## src/rtl/encoder_sequencer_if.sv

```systemverilog
// +----------------------------------------------------------------------------+
// | encoder_sequencer_if : control/status bundle of the encoder phase sequencer |
// | rev 1.0                                                                     |
// +----------------------------------------------------------------------------+
`default_nettype none

interface encoder_sequencer_if;
    logic       enable;
    logic       bx_strobe;
    logic [3:0] mux_delay;
    logic       cnt_clear;
    logic       latch0;
    logic       latch1;
    logic       mux_sel;
    logic [2:0] phase;
    logic       locked;
    logic [7:0] misalign_cnt;

    modport master (
        output enable, bx_strobe, mux_delay, cnt_clear,
        input  latch0, latch1, mux_sel, phase, locked, misalign_cnt
    );

    modport slave (
        input  enable, bx_strobe, mux_delay, cnt_clear,
        output latch0, latch1, mux_sel, phase, locked, misalign_cnt
    );
endinterface

`default_nettype wire

```

## src/rtl/encoder_sequencer.sv

```systemverilog
// +----------------------------------------------------------------------------+
// | encoder_sequencer : BX-strobe phase tracker driving the even/odd encoder   |
// | latches and the delayed output-mux select.                    rev 1.0      |
// +----------------------------------------------------------------------------+
`default_nettype none

module encoder_sequencer #(
    parameter int LOCK_STROBES = 4,
    parameter int ENC_OFFSET   = 4
) (
    input  logic                clock4x,
    input  logic                global_reset,
    encoder_sequencer_if.slave  bus
);

    typedef enum logic [1:0] {
        ST_IDLE    = 2'd0,
        ST_SEEK    = 2'd1,
        ST_ACQUIRE = 2'd2,
        ST_LOCKED  = 2'd3
    } state_t;

    state_t      state_q, state_d;
    logic [2:0]  phase_q, phase_d;
    logic [3:0]  good_cnt_q, good_cnt_d;
    logic [7:0]  misalign_cnt_q, misalign_cnt_d;
    logic [15:0] mux_sr_q, mux_sr_d;
    logic        mux_sel_q, mux_sel_d;
    logic        latch0_q, latch0_d;
    logic        latch1_q, latch1_d;
    logic        locked_q, locked_d;

    logic        w_slot;
    logic        w_tracking;
    logic        w_event;

    // A strobe is due exactly on the 0/4 phases; any disagreement is a misalignment.
    assign w_slot     = (phase_q[1:0] == 2'd0);
    assign w_tracking = (state_q == ST_ACQUIRE) || (state_q == ST_LOCKED);
    assign w_event    = bus.enable && w_tracking && (bus.bx_strobe != w_slot);

    always_comb begin
        state_d        = state_q;
        phase_d        = phase_q;
        good_cnt_d     = good_cnt_q;
        misalign_cnt_d = misalign_cnt_q;

        if (!bus.enable) begin
            state_d = ST_IDLE;
            phase_d = 3'd0;
        end else begin
            case (state_q)
                ST_IDLE: begin
                    state_d = ST_SEEK;
                    phase_d = 3'd0;
                end
                ST_SEEK: begin
                    phase_d = 3'd0;
                    if (bus.bx_strobe) begin
                        state_d    = ST_ACQUIRE;
                        phase_d    = 3'd1;
                        good_cnt_d = 4'd0;
                    end
                end
                ST_ACQUIRE, ST_LOCKED: begin
                    phase_d = phase_q + 3'd1;
                    if (bus.bx_strobe && !w_slot) begin
                        // Early/late strobe: realign straight onto it.
                        state_d    = ST_ACQUIRE;
                        phase_d    = 3'd1;
                        good_cnt_d = 4'd0;
                    end else if (!bus.bx_strobe && w_slot) begin
                        state_d = ST_SEEK;
                        phase_d = 3'd0;
                    end else if (bus.bx_strobe && (state_q == ST_ACQUIRE)) begin
                        good_cnt_d = good_cnt_q + 4'd1;
                        if (good_cnt_d == 4'(LOCK_STROBES)) begin
                            state_d = ST_LOCKED;
                        end
                    end
                end
                default: begin
                    state_d = ST_IDLE;
                    phase_d = 3'd0;
                end
            endcase
        end

        if (bus.cnt_clear) begin
            misalign_cnt_d = 8'd0;
        end else if (w_event && (misalign_cnt_q != 8'hFF)) begin
            misalign_cnt_d = misalign_cnt_q + 8'd1;
        end
    end

    assign latch0_d  = bus.enable && (state_q == ST_LOCKED) && (phase_q == 3'd0);
    assign latch1_d  = bus.enable && (state_q == ST_LOCKED) && (phase_q == 3'(ENC_OFFSET));
    assign locked_d  = (state_d == ST_LOCKED);
    assign mux_sr_d  = {mux_sr_q[14:0], phase_q[2]};
    assign mux_sel_d = mux_sr_q[bus.mux_delay];

    always_ff @(posedge clock4x or posedge global_reset) begin
        if (global_reset) begin
            state_q        <= ST_IDLE;
            phase_q        <= 3'd0;
            good_cnt_q     <= 4'd0;
            misalign_cnt_q <= 8'd0;
            mux_sr_q       <= 16'd0;
            mux_sel_q      <= 1'b0;
            latch0_q       <= 1'b0;
            latch1_q       <= 1'b0;
            locked_q       <= 1'b0;
        end else begin
            state_q        <= state_d;
            phase_q        <= phase_d;
            good_cnt_q     <= good_cnt_d;
            misalign_cnt_q <= misalign_cnt_d;
            mux_sr_q       <= mux_sr_d;
            mux_sel_q      <= mux_sel_d;
            latch0_q       <= latch0_d;
            latch1_q       <= latch1_d;
            locked_q       <= locked_d;
        end
    end

    assign bus.latch0       = latch0_q;
    assign bus.latch1       = latch1_q;
    assign bus.mux_sel      = mux_sel_q;
    assign bus.phase        = phase_q;
    assign bus.locked       = locked_q;
    assign bus.misalign_cnt = misalign_cnt_q;

endmodule

`default_nettype wire

```

## src/flat_wrapper.sv

```systemverilog
// flat-port wrapper written by rule: the top's interface ports become plain ports
module encoder_sequencer_flat 
#(
    parameter int LOCK_STROBES = 4,
    parameter int ENC_OFFSET   = 4
)
  (clock4x, global_reset, bus_enable, bus_bx_strobe, bus_mux_delay, bus_cnt_clear, bus_latch0, bus_latch1, bus_mux_sel, bus_phase, bus_locked, bus_misalign_cnt);
  encoder_sequencer_if bus_i ();
  input  logic clock4x;
  input  logic global_reset;
  input wire logic [$bits(bus_i.enable)-1:0] bus_enable;
  input wire logic [$bits(bus_i.bx_strobe)-1:0] bus_bx_strobe;
  input wire logic [$bits(bus_i.mux_delay)-1:0] bus_mux_delay;
  input wire logic [$bits(bus_i.cnt_clear)-1:0] bus_cnt_clear;
  output wire logic [$bits(bus_i.latch0)-1:0] bus_latch0;
  output wire logic [$bits(bus_i.latch1)-1:0] bus_latch1;
  output wire logic [$bits(bus_i.mux_sel)-1:0] bus_mux_sel;
  output wire logic [$bits(bus_i.phase)-1:0] bus_phase;
  output wire logic [$bits(bus_i.locked)-1:0] bus_locked;
  output wire logic [$bits(bus_i.misalign_cnt)-1:0] bus_misalign_cnt;
  assign bus_i.enable = bus_enable;
  assign bus_i.bx_strobe = bus_bx_strobe;
  assign bus_i.mux_delay = bus_mux_delay;
  assign bus_i.cnt_clear = bus_cnt_clear;
  assign bus_latch0 = bus_i.latch0;
  assign bus_latch1 = bus_i.latch1;
  assign bus_mux_sel = bus_i.mux_sel;
  assign bus_phase = bus_i.phase;
  assign bus_locked = bus_i.locked;
  assign bus_misalign_cnt = bus_i.misalign_cnt;
  encoder_sequencer #(.LOCK_STROBES(LOCK_STROBES), .ENC_OFFSET(ENC_OFFSET)) u_core (.clock4x(clock4x), .global_reset(global_reset), .bus(bus_i));
endmodule
```

## config.mk

```make
export PLATFORM = sky130hd
export DESIGN_NAME = encoder_sequencer_flat
export DESIGN_NICKNAME = d
export VERILOG_FILES = /design/src/rtl/encoder_sequencer_if.sv /design/src/rtl/encoder_sequencer.sv /design/src/flat_wrapper.sv
export SDC_FILE = /design/constraint.sdc
export NUM_CORES = 1
export LEC_CHECK = 0
export ABC_AREA = 1
export CORE_ASPECT_RATIO = 0.6
export CORE_MARGIN = 2
export CORE_UTILIZATION = 45
export CTS_BUF_LIST = sky130_fd_sc_hd__clkbuf_2
export CTS_CLUSTER_DIAMETER = 150
export CTS_CLUSTER_SIZE = 30
export DETAILED_ROUTE_END_ITERATION = 10
export PLACE_DENSITY = 0.76
export SLEW_MARGIN = 20
export SYNTH_ARGS = -nofsm -noshare
export SYNTH_HDL_FRONTEND = slang
export SYNTH_SLANG_ARGS = --single-unit
```

## constraint.sdc

```tcl
create_clock -name clock4x -period 3.1 [get_ports clock4x]
set_input_delay 0.31 -clock clock4x [delete_from_list [all_inputs] [get_ports clock4x]]
set_output_delay 0.31 -clock clock4x [all_outputs]
set_load 0.1 [all_outputs]
```

**Yosys cells after proc, flatten, opt, wreduce, memory -nomap -nowiden**

Index checks and enable logic that the tools add are counted.

- Register bits: 37
- Input port bits: 9
- Output and inout bits: 15
- Word-level logic and storage cells: 64

- $add $sub $neg: 3
- Order comparisons: 1
- Eq/ne operators: 11
- Mux-type cells: 21
- Reductions and logical operators: 19

Operators by type and width:

| cell | number |
|---|---|
| $mux 4 | 4 |
| $mux 8 | 2 |
| $mux 2 | 6 |
| $logic_and 1x1->1 | 9 |
| $mux 3 | 3 |
| $pmux 3 s3 | 1 |
| $add 8x1->8 const B | 1 |
| $ne 8x8->1 const B | 1 |
| $pmux 4 s2 | 1 |
| $eq 2x2->1 const B | 3 |
| $pmux 2 s3 | 1 |
| $lt 4x5->1 const B | 1 |
| $reduce_and 5->1 | 1 |
| $add 4x1->4 const B | 1 |
| $bmux 1 s4 | 1 |
| $eq 4x3->1 const B | 1 |
| $logic_not 2->1 | 2 |
| $reduce_bool 2->1 | 2 |
| $add 3x1->3 const B | 1 |
| $eq 3x3->1 const B | 1 |
| $logic_not 3->1 | 1 |
| $ne 3x1->1 const B | 1 |
| $ne 3x2->1 const B | 1 |
| $eq 2x1->1 const B | 1 |
| 6 further kinds | 8 |

**Logic depth before layout (Yosys ltp)**

Gate-level depths: netlist of run 1.

- Depth after elaboration: 9
- Gate-level depth with buffers: 10
- Depth with buffers taken out: 10

**Least setup slack after synthesis of run 1**

Ideal clock, no wire load.

- Path type: register to register
- Start point: register u_core.phase_q[0], in the netlist u_core.bus.phase[0]
- End point: register u_core.misalign_cnt_q[7], in the netlist u_core.bus.misalign_cnt[7]
- Data arrival time: 2.154 ns
- Slack: 0.824 ns
- Stages on the path, launching flop included: 10
- Period minus slack after synthesis: 2.276 ns
- Path through: dfrtp_1 > inv_1 > ha_1 > ha_1 > nor3_2 > nand2_2 > nand2_4 > inv_4 > nand2_2 > o21ai_2

- Word-level cells in the longest chain between the ends: 5

Ends and longest elaborated chain:

| what | line | source |
|---|---|---|
| start, declared | encoder_sequencer.sv:24 | `logic [2:0] phase_q, phase_d;` |
| start signal, assigned | encoder_sequencer.sv:115 | `phase_q <= phase_d;` |
| $logic_not 2->1 | encoder_sequencer.sv:38 | `assign w_slot = (phase_q[1:0] == 2'd0);` |
| $ne 1x1->1 | encoder_sequencer.sv:40 | `assign w_event = bus.enable && w_tracking && (bus.bx_strobe != w_slot);` |
| $logic_and 1x1->1 | encoder_sequencer.sv:40 |  |
| $logic_and 1x1->1 | encoder_sequencer.sv:91 | `end else if (w_event && (misalign_cnt_q != 8'hFF)) begin` |
| $reduce_bool 2->1 (no source line) | n/a |  |
| end signal, assigned | encoder_sequencer.sv:117 | `misalign_cnt_q <= misalign_cnt_d;` |
| end, declared | encoder_sequencer.sv:26 | `logic [7:0] misalign_cnt_q, misalign_cnt_d;` |

Every way passes these cells.
A chain may end at the register's enable or synchronous reset.

**Worst setup path after layout of run 1**

- Start point: register u_core.misalign_cnt_q[2], in the netlist u_core.bus.misalign_cnt[2]
- End point: output port bus_misalign_cnt[2]

RTL lines:

| what | line | source |
|---|---|---|
| end, declared | flat_wrapper.sv:20 | `output wire logic [$bits(bus_i.misalign_cnt)-1:0] bus_misalign_cnt;` |

No word-level cell between the ends.

==> impl_metrics.toml, run 1 <==
[timing]
final-setup-viol-count = 0
hold_viol = 0
post-route-period-util = 0.751
rsz0062_at_grt = "no"
timing.fmax_ghz = 0.430
slew_headroom = 0.350
clock_skew_ps = 17.7
fin_crit_ps = 2330
setup_tns_ps = 0
worst_pin_slew_ps = 972
slew_viol_final = 0

[clocking]
cts_tree = "built"
h-tree-depth = 2
cts.sink_count = 37
root_buffer = "clkbuf_2"
cts_hold_buf = 0
path_clk_slew_ps = 200
clock_path_buffers = 2
clkLatencyLatePin_ps = 400
postCtsSetupRepairBufs = 0
cts-resized-gates = 0
cts_buffers = 5

[finish]
nNetsFinal = 233
area_delta_synth_final_pct = 19.9
antenna_cells = 0
layout_commonest_cell = "dfrtp_1"
final_cell_mix = "37 x dfrtp_1, 35 x nand2_1, 31 x inv_1"
drive_above_1_share = 0.101
final_util = 0.558
fillers = 322

[drt]
drc = 0
viasPerCell = 4.89
vias = 1296
drtIter0Drc = 96
drt_wl_total_um = 3180
antenna_left = 0
dr.pass1.iters = 4
wire_per_inst_um = 12.0

[power]
p_total_uw = 914
ir_worst_vdd_v = 0.000262
p_leak_nw = 1.01
p_per_area_nw_per_um2 = 447

[global_route]
grt_max_degree = 38
grt-ovfl-total = 0
antenna_found_initial = 0
grt_pass1_vias = 1257
grtUsageTotal = 0.171
grt_pass1_wl_um = 5620

[job]
maxCapViolations = 0

[critical_path]
cp-startpoint = "u_core.bus.misalign_cnt[2]$_DFFE_PP0P_"
critical_path.top_delay_family = "buffers and inverters"
worstPathCellList = "clkdlybuf4s50_1"
crit_path_max_incr_delay_ps = 1160
ff2ff_path_depth = 9
crit_required_ps = 2790
critPathSlowestCell = "clkdlybuf4s50_1"
critical_path_buf_inv_count = 1
cp_max_fo = 5
cp-start-kind = "flip-flop"
cp_num_cells = 1
timing.rr.start = "u_core.bus.phase[0]$_DFF_PP0_"
critPathKind = "flip-flop to primary output"
arrival_ps = 2020
crit_path_end_kind = "primary output"

[logic_synthesis]
syn-num-nets = 205
ys_seq_elements = 37
synth.distinct_cells = 27
netlist_area_um2 = 1700
yosysSeqAreaShare = 0.543
yosysTopAreaCellShare = 0.543
synthCells = 189
synth_area_leaders = "dfrtp_1 54%, nand2_1 7.7%, inv_1 6.8%"
ys_warn_count = 0
postSynthAreaPerCell_um2 = 9.02
yosys.area.top_type = "dfrtp_1"

[die]
die_x_um = 83.4
coreArea_um2 = 3660
ios = 24
start_util = 0.466
num_rows = 17
dieArea_um2 = 4310
chipHeight_um = 51.7

[placement]
dp_hpwl_um = 2340
gp_congestion = 0.878
io_buffers = 23

[worst_hold_path]
hold_class = "input port to asynchronous set/reset pin"

[status]
status = "complete, no violations"
## cell usage after synthesis (all sizes together)
master	n
a21oi	9
buf	1
clkbuf	2
dfrtp	37
ha	7
inv	33
nand2	39
nand3	15
nand3b	1
nand4	2
nor2	14
nor3	7
o211ai	4
o21ai	11
o21bai	1
o22ai	2
xnor2	1
xor2	3
## per-stage QoR
stage	instance area, µm²	worst slack (ps)	hold WS [ps]	instances
2_1_floorplan	1700	824	349	189
3_3_place_gp	1980	1200	357	257
3_5_place_dp	1980	1180	359	257
4_1_cts	2040	758	269	265
5_1_grt	2040	713	316	265
6_report	2040	772	270	265
## state kept, by name, summed over array words and instances, names as in the netlist
signal,count
u_core.mux_sr_q,16
u_core.state_q,2
u_core.bus.mux_sel,1
u_core.bus.misalign_cnt,8
u_core.bus.latch0,1
u_core.bus.locked,1
u_core.bus.phase,3
u_core.good_cnt_q,4
u_core.bus.latch1,1
## cells by family (layout without fill, tap and decap cells)
logic type | Yosys count | count (layout) | synth area share
buffers and inverters | 36 | 65 | 0.0822
DFF | 37 | 37 | 0.543
xor gates and xnor gates | 4 | 4 | 0.0206
adders and majority gates | 7 | 7 | 0.0514
and+or+nand+nor | 78 | 78 | 0.212
AOI/OAI and AO/OA | 27 | 27 | 0.0903
## path summary, 6_finish.rpt
kind,end,slack [ps]
hold / removal,u_core.mux_sr_q[9]$_DFF_PP0_,270
setup / recovery,bus_misalign_cnt[2],770
hold reg to reg,u_core.mux_sr_q[9]$_DFF_PP0_,400
setup reg to reg,u_core.good_cnt_q[2]$_DFFE_PP0P_,1280
min in group clock4x,u_core.mux_sr_q[9]$_DFF_PP0_,400
max in group asynchronous,u_core.good_cnt_q[2]$_DFFE_PP0P_,2510
## final cells by class
class	instances	area, µm²	area share
clock buffer	5	25.0	0.0122
clock inverter	3	41.3	0.0202
inverter	33	126	0.0618
multi-input combinational	116	638	0.312
sequential	37	926	0.453
tap	47	58.8	0.0288
timing repair buffer	24	228	0.111
## tightest hold or removal path: cells and delay by family
| kind | cells | cell delay, ps |
|---|---|---|
| buf+inv | 3 | 820 |
## power breakdown
part | internal, mW | switching (mW)
clock | 0.133 | 0.168
sequential | 0.491 | 0.00815
combinational | 0.0341 | 0.0786
total | 0.659 | 0.255
## metal layers
| metal | share of wire | wire, µm | track usage |
|---|---|---|---|
| met5 | 0 | 0 | 0 |
| met4 | 0.020 | 65 | 0.0806 |
| met3 | 0.081 | 258 | 0.0524 |
| met2 | 0.38 | 1200 | 0.237 |
| met1 | 0.52 | 1650 | 0.245 |
Power figures use the tool's default switching activity.
==> run 2, diff against run 1 <==
--- a/config.mk
+++ b/config.mk
@@ -13,7 +13,7 @@
 export CTS_CLUSTER_DIAMETER = 150
 export CTS_CLUSTER_SIZE = 30
 export DETAILED_ROUTE_END_ITERATION = 10
-export PLACE_DENSITY = 0.76
+export PLACE_DENSITY = 0.78
 export SLEW_MARGIN = 20
 export SYNTH_ARGS = -nofsm -noshare
 export SYNTH_HDL_FRONTEND = slang
==> constraint.sdc (replaced) <==
create_clock -name clock4x -period 2 [get_ports clock4x]
set_input_delay 0.2 -clock clock4x [delete_from_list [all_inputs] [get_ports clock4x]]
set_output_delay 0.2 -clock clock4x [all_outputs]
set_load 0.1 [all_outputs]
==> run 2 against run 1 <==
  * Non-clock buffer count unchanged
  * Wire length is 3.6% lower
  * Cell count is 0.38% lower
  * Die area unchanged
  * First-iteration DRC count shrank 52%
  * Clock skew down 7.5 ps
  * Total power up 51%
  * Critical endpoint is now u_core.good_cnt_q[2]$_DFFE_PP0P_
  * Core utilization is 0.79 points lower
  * Register-to-register slack got worse by 1100 ps
  * Worst setup slack worse by 540 ps
  * Sequential share of layout area rose by 0.90 points
  * Cell area down 1.4%
==> impl_metrics.toml, run 2 (synthesized netlist as in run 1, its figures left out) <==
[status]
status = "complete, no violations"

[power]
p_leak_nw = 1.03
p_total_mw = 1.38
p_per_area_nw_per_um2 = 685
ir_worst_vdd_v = 0.000358

[critical_path]
timing.rr.start = "u_core.bus.phase[0]$_DFF_PP0_"
crit_path_end_kind = "flip-flop"
cp_max_fo = 5
ff2ff_path_depth = 9
reg2reg_to = "u_core.good_cnt_q[2]$_DFFE_PP0P_"
crit_required_ps = 2290
crit_path_end = "u_core.good_cnt_q[2]$_DFFE_PP0P_"
critPathKind = "flip-flop to flip-flop"
cp-start-kind = "flip-flop"
reg2reg_slack_ps = 230
cp-startpoint = "u_core.bus.phase[0]$_DFF_PP0_"
arrival_ps = 2060

[placement]
post-place-cells = 257
gp_congestion = 0.887
io_buffers = 23
dp_hpwl_um = 2310
pre_cts_slack_ps = 190

[clocking]
clock_path_buffers = 2
h-tree-depth = 2
clkLatencyLatePin_ps = 360
postCtsSetupRepairBufs = 0
cts_tree = "built"
cts_buffers = 5
cts_hold_buf = 0
root_buffer = "clkbuf_2"
cts.sink_count = 37
path_clk_slew_ps = 180
cts-resized-gates = 0

[die]
ios = 24
die_x_um = 83.4
coreArea_um2 = 3660
num_rows = 17
chipHeight_um = 51.7
dieArea_um2 = 4310
start_util = 0.466

[finish]
drive_above_1_share = 0.171
final_util = 0.551
largest_reg_flops = 16
multi_input_area_um2 = 638
register_area_um2 = 931
final_cell_mix = "35 x nand2_1, 33 x dfrtp_1, 31 x inv_1"
antenna_cells = 0
stdcell_count = 264
regMostFlops = "u_core.mux_sr_q"
area_delta_synth_final_pct = 18.2
fillers = 336
nNetsFinal = 233
layout_commonest_cell = "nand2_1"

[timing]
fin_crit_ps = 1770
slew_headroom = 0.683
setup_tns_ps = 0
rsz0062_at_grt = "no"
post-route-period-util = 0.885
hold_viol = 0
timing.fmax_ghz = 0.565
worst_pin_slew_ps = 474
fin_ws_ps = 229
slew_viol_final = 0
final-setup-viol-count = 0
clock_skew_ps = 10.2

[drt]
dr.pass1.iters = 4
antenna_left = 0
wire_per_inst_um = 11.6
drc = 0
viasPerCell = 4.86
vias = 1284
drt_wl_total_um = 3070
drtIter0Drc = 46

[global_route]
grt_pass1_vias = 1118
grt_max_degree = 38
grtUsageTotal = 0.152
grt_pass1_wl_um = 4970
antenna_found_initial = 0
grt-ovfl-total = 0

[job]
maxCapViolations = 0

[worst_hold_path]
hold_class = "input port to asynchronous set/reset pin"
-- run 2: cell types whose count changed in the layout (fill, tap and decap cells not counted) --
cell             change
clkinvlp_4           -1
dfrtp_1              -4
clkinv_2             +1
clkdlybuf4s50_1     -11
dfrtp_2              +4
buf_4               +11
clkinv_1             -1
-- run 2: per-stage QoR --
stage	hold slack (ps)	area, µm²
after CTS	186	2010
after global placement	357	1950
after floorplan	316	1710
after global routing	207	2010
after detailed placement	357	1950
final	204	2010
-- run 2: critical path, stage by stage (launching register included) --
cell and delay [ps]:
dfrtp_2 460, inv_1 90, ha_1 200, inv_1 90, ha_1 210, nor2_4 150
inv_2 80, a21oi_1 200, nor2_1 80, o22ai_1 140
-- run 2: area by class of cell --
cell class              count  area share
flip-flops and latches     37       0.462
multi-input cells         116       0.317
repair buffers             24      0.0994
inverters                  33      0.0627
well taps                  47      0.0292
clock inverters             2      0.0174
clock buffers               5      0.0124
-- run 2: power breakdown --
| group | leakage (nW) | switching [mW] | internal, mW | total [mW] |
|---|---|---|---|---|
| logic | 0.483 | 0.121 | 0.0509 | 0.172 |
| clock network | 0.0388 | 0.229 | 0.203 | 0.433 |
| registers | 0.506 | 0.0137 | 0.761 | 0.775 |
-- run 2: worst min-delay path by stage --
stage / from / end / cells after the start
4_1_cts: global_reset / u_core.mux_sr_q[11]$_DFF_PP0_ / 3
2_1_floorplan: bus_enable / u_core.bus.phase[1]$_DFF_PP0_ / 2
5_1_grt: global_reset / u_core.mux_sr_q[11]$_DFF_PP0_ / 3
3_5_place_dp: u_core.mux_sr_q[4]$_DFF_PP0_ / u_core.mux_sr_q[5]$_DFF_PP0_ / 0
6_report: global_reset / u_core.bus.misalign_cnt[0]$_DFFE_PP0P_ / 3
3_3_place_gp: u_core.mux_sr_q[4]$_DFF_PP0_ / u_core.mux_sr_q[5]$_DFF_PP0_ / 0
-- run 2: layer usage --
metal	global-route usage	wire, µm	up-vias
li1	-	-	653
met1	0.216	1620	595
met2	0.211	1190	32
met3	0.0508	226	4
met4	0.0672	26	0
met5	0	0	-
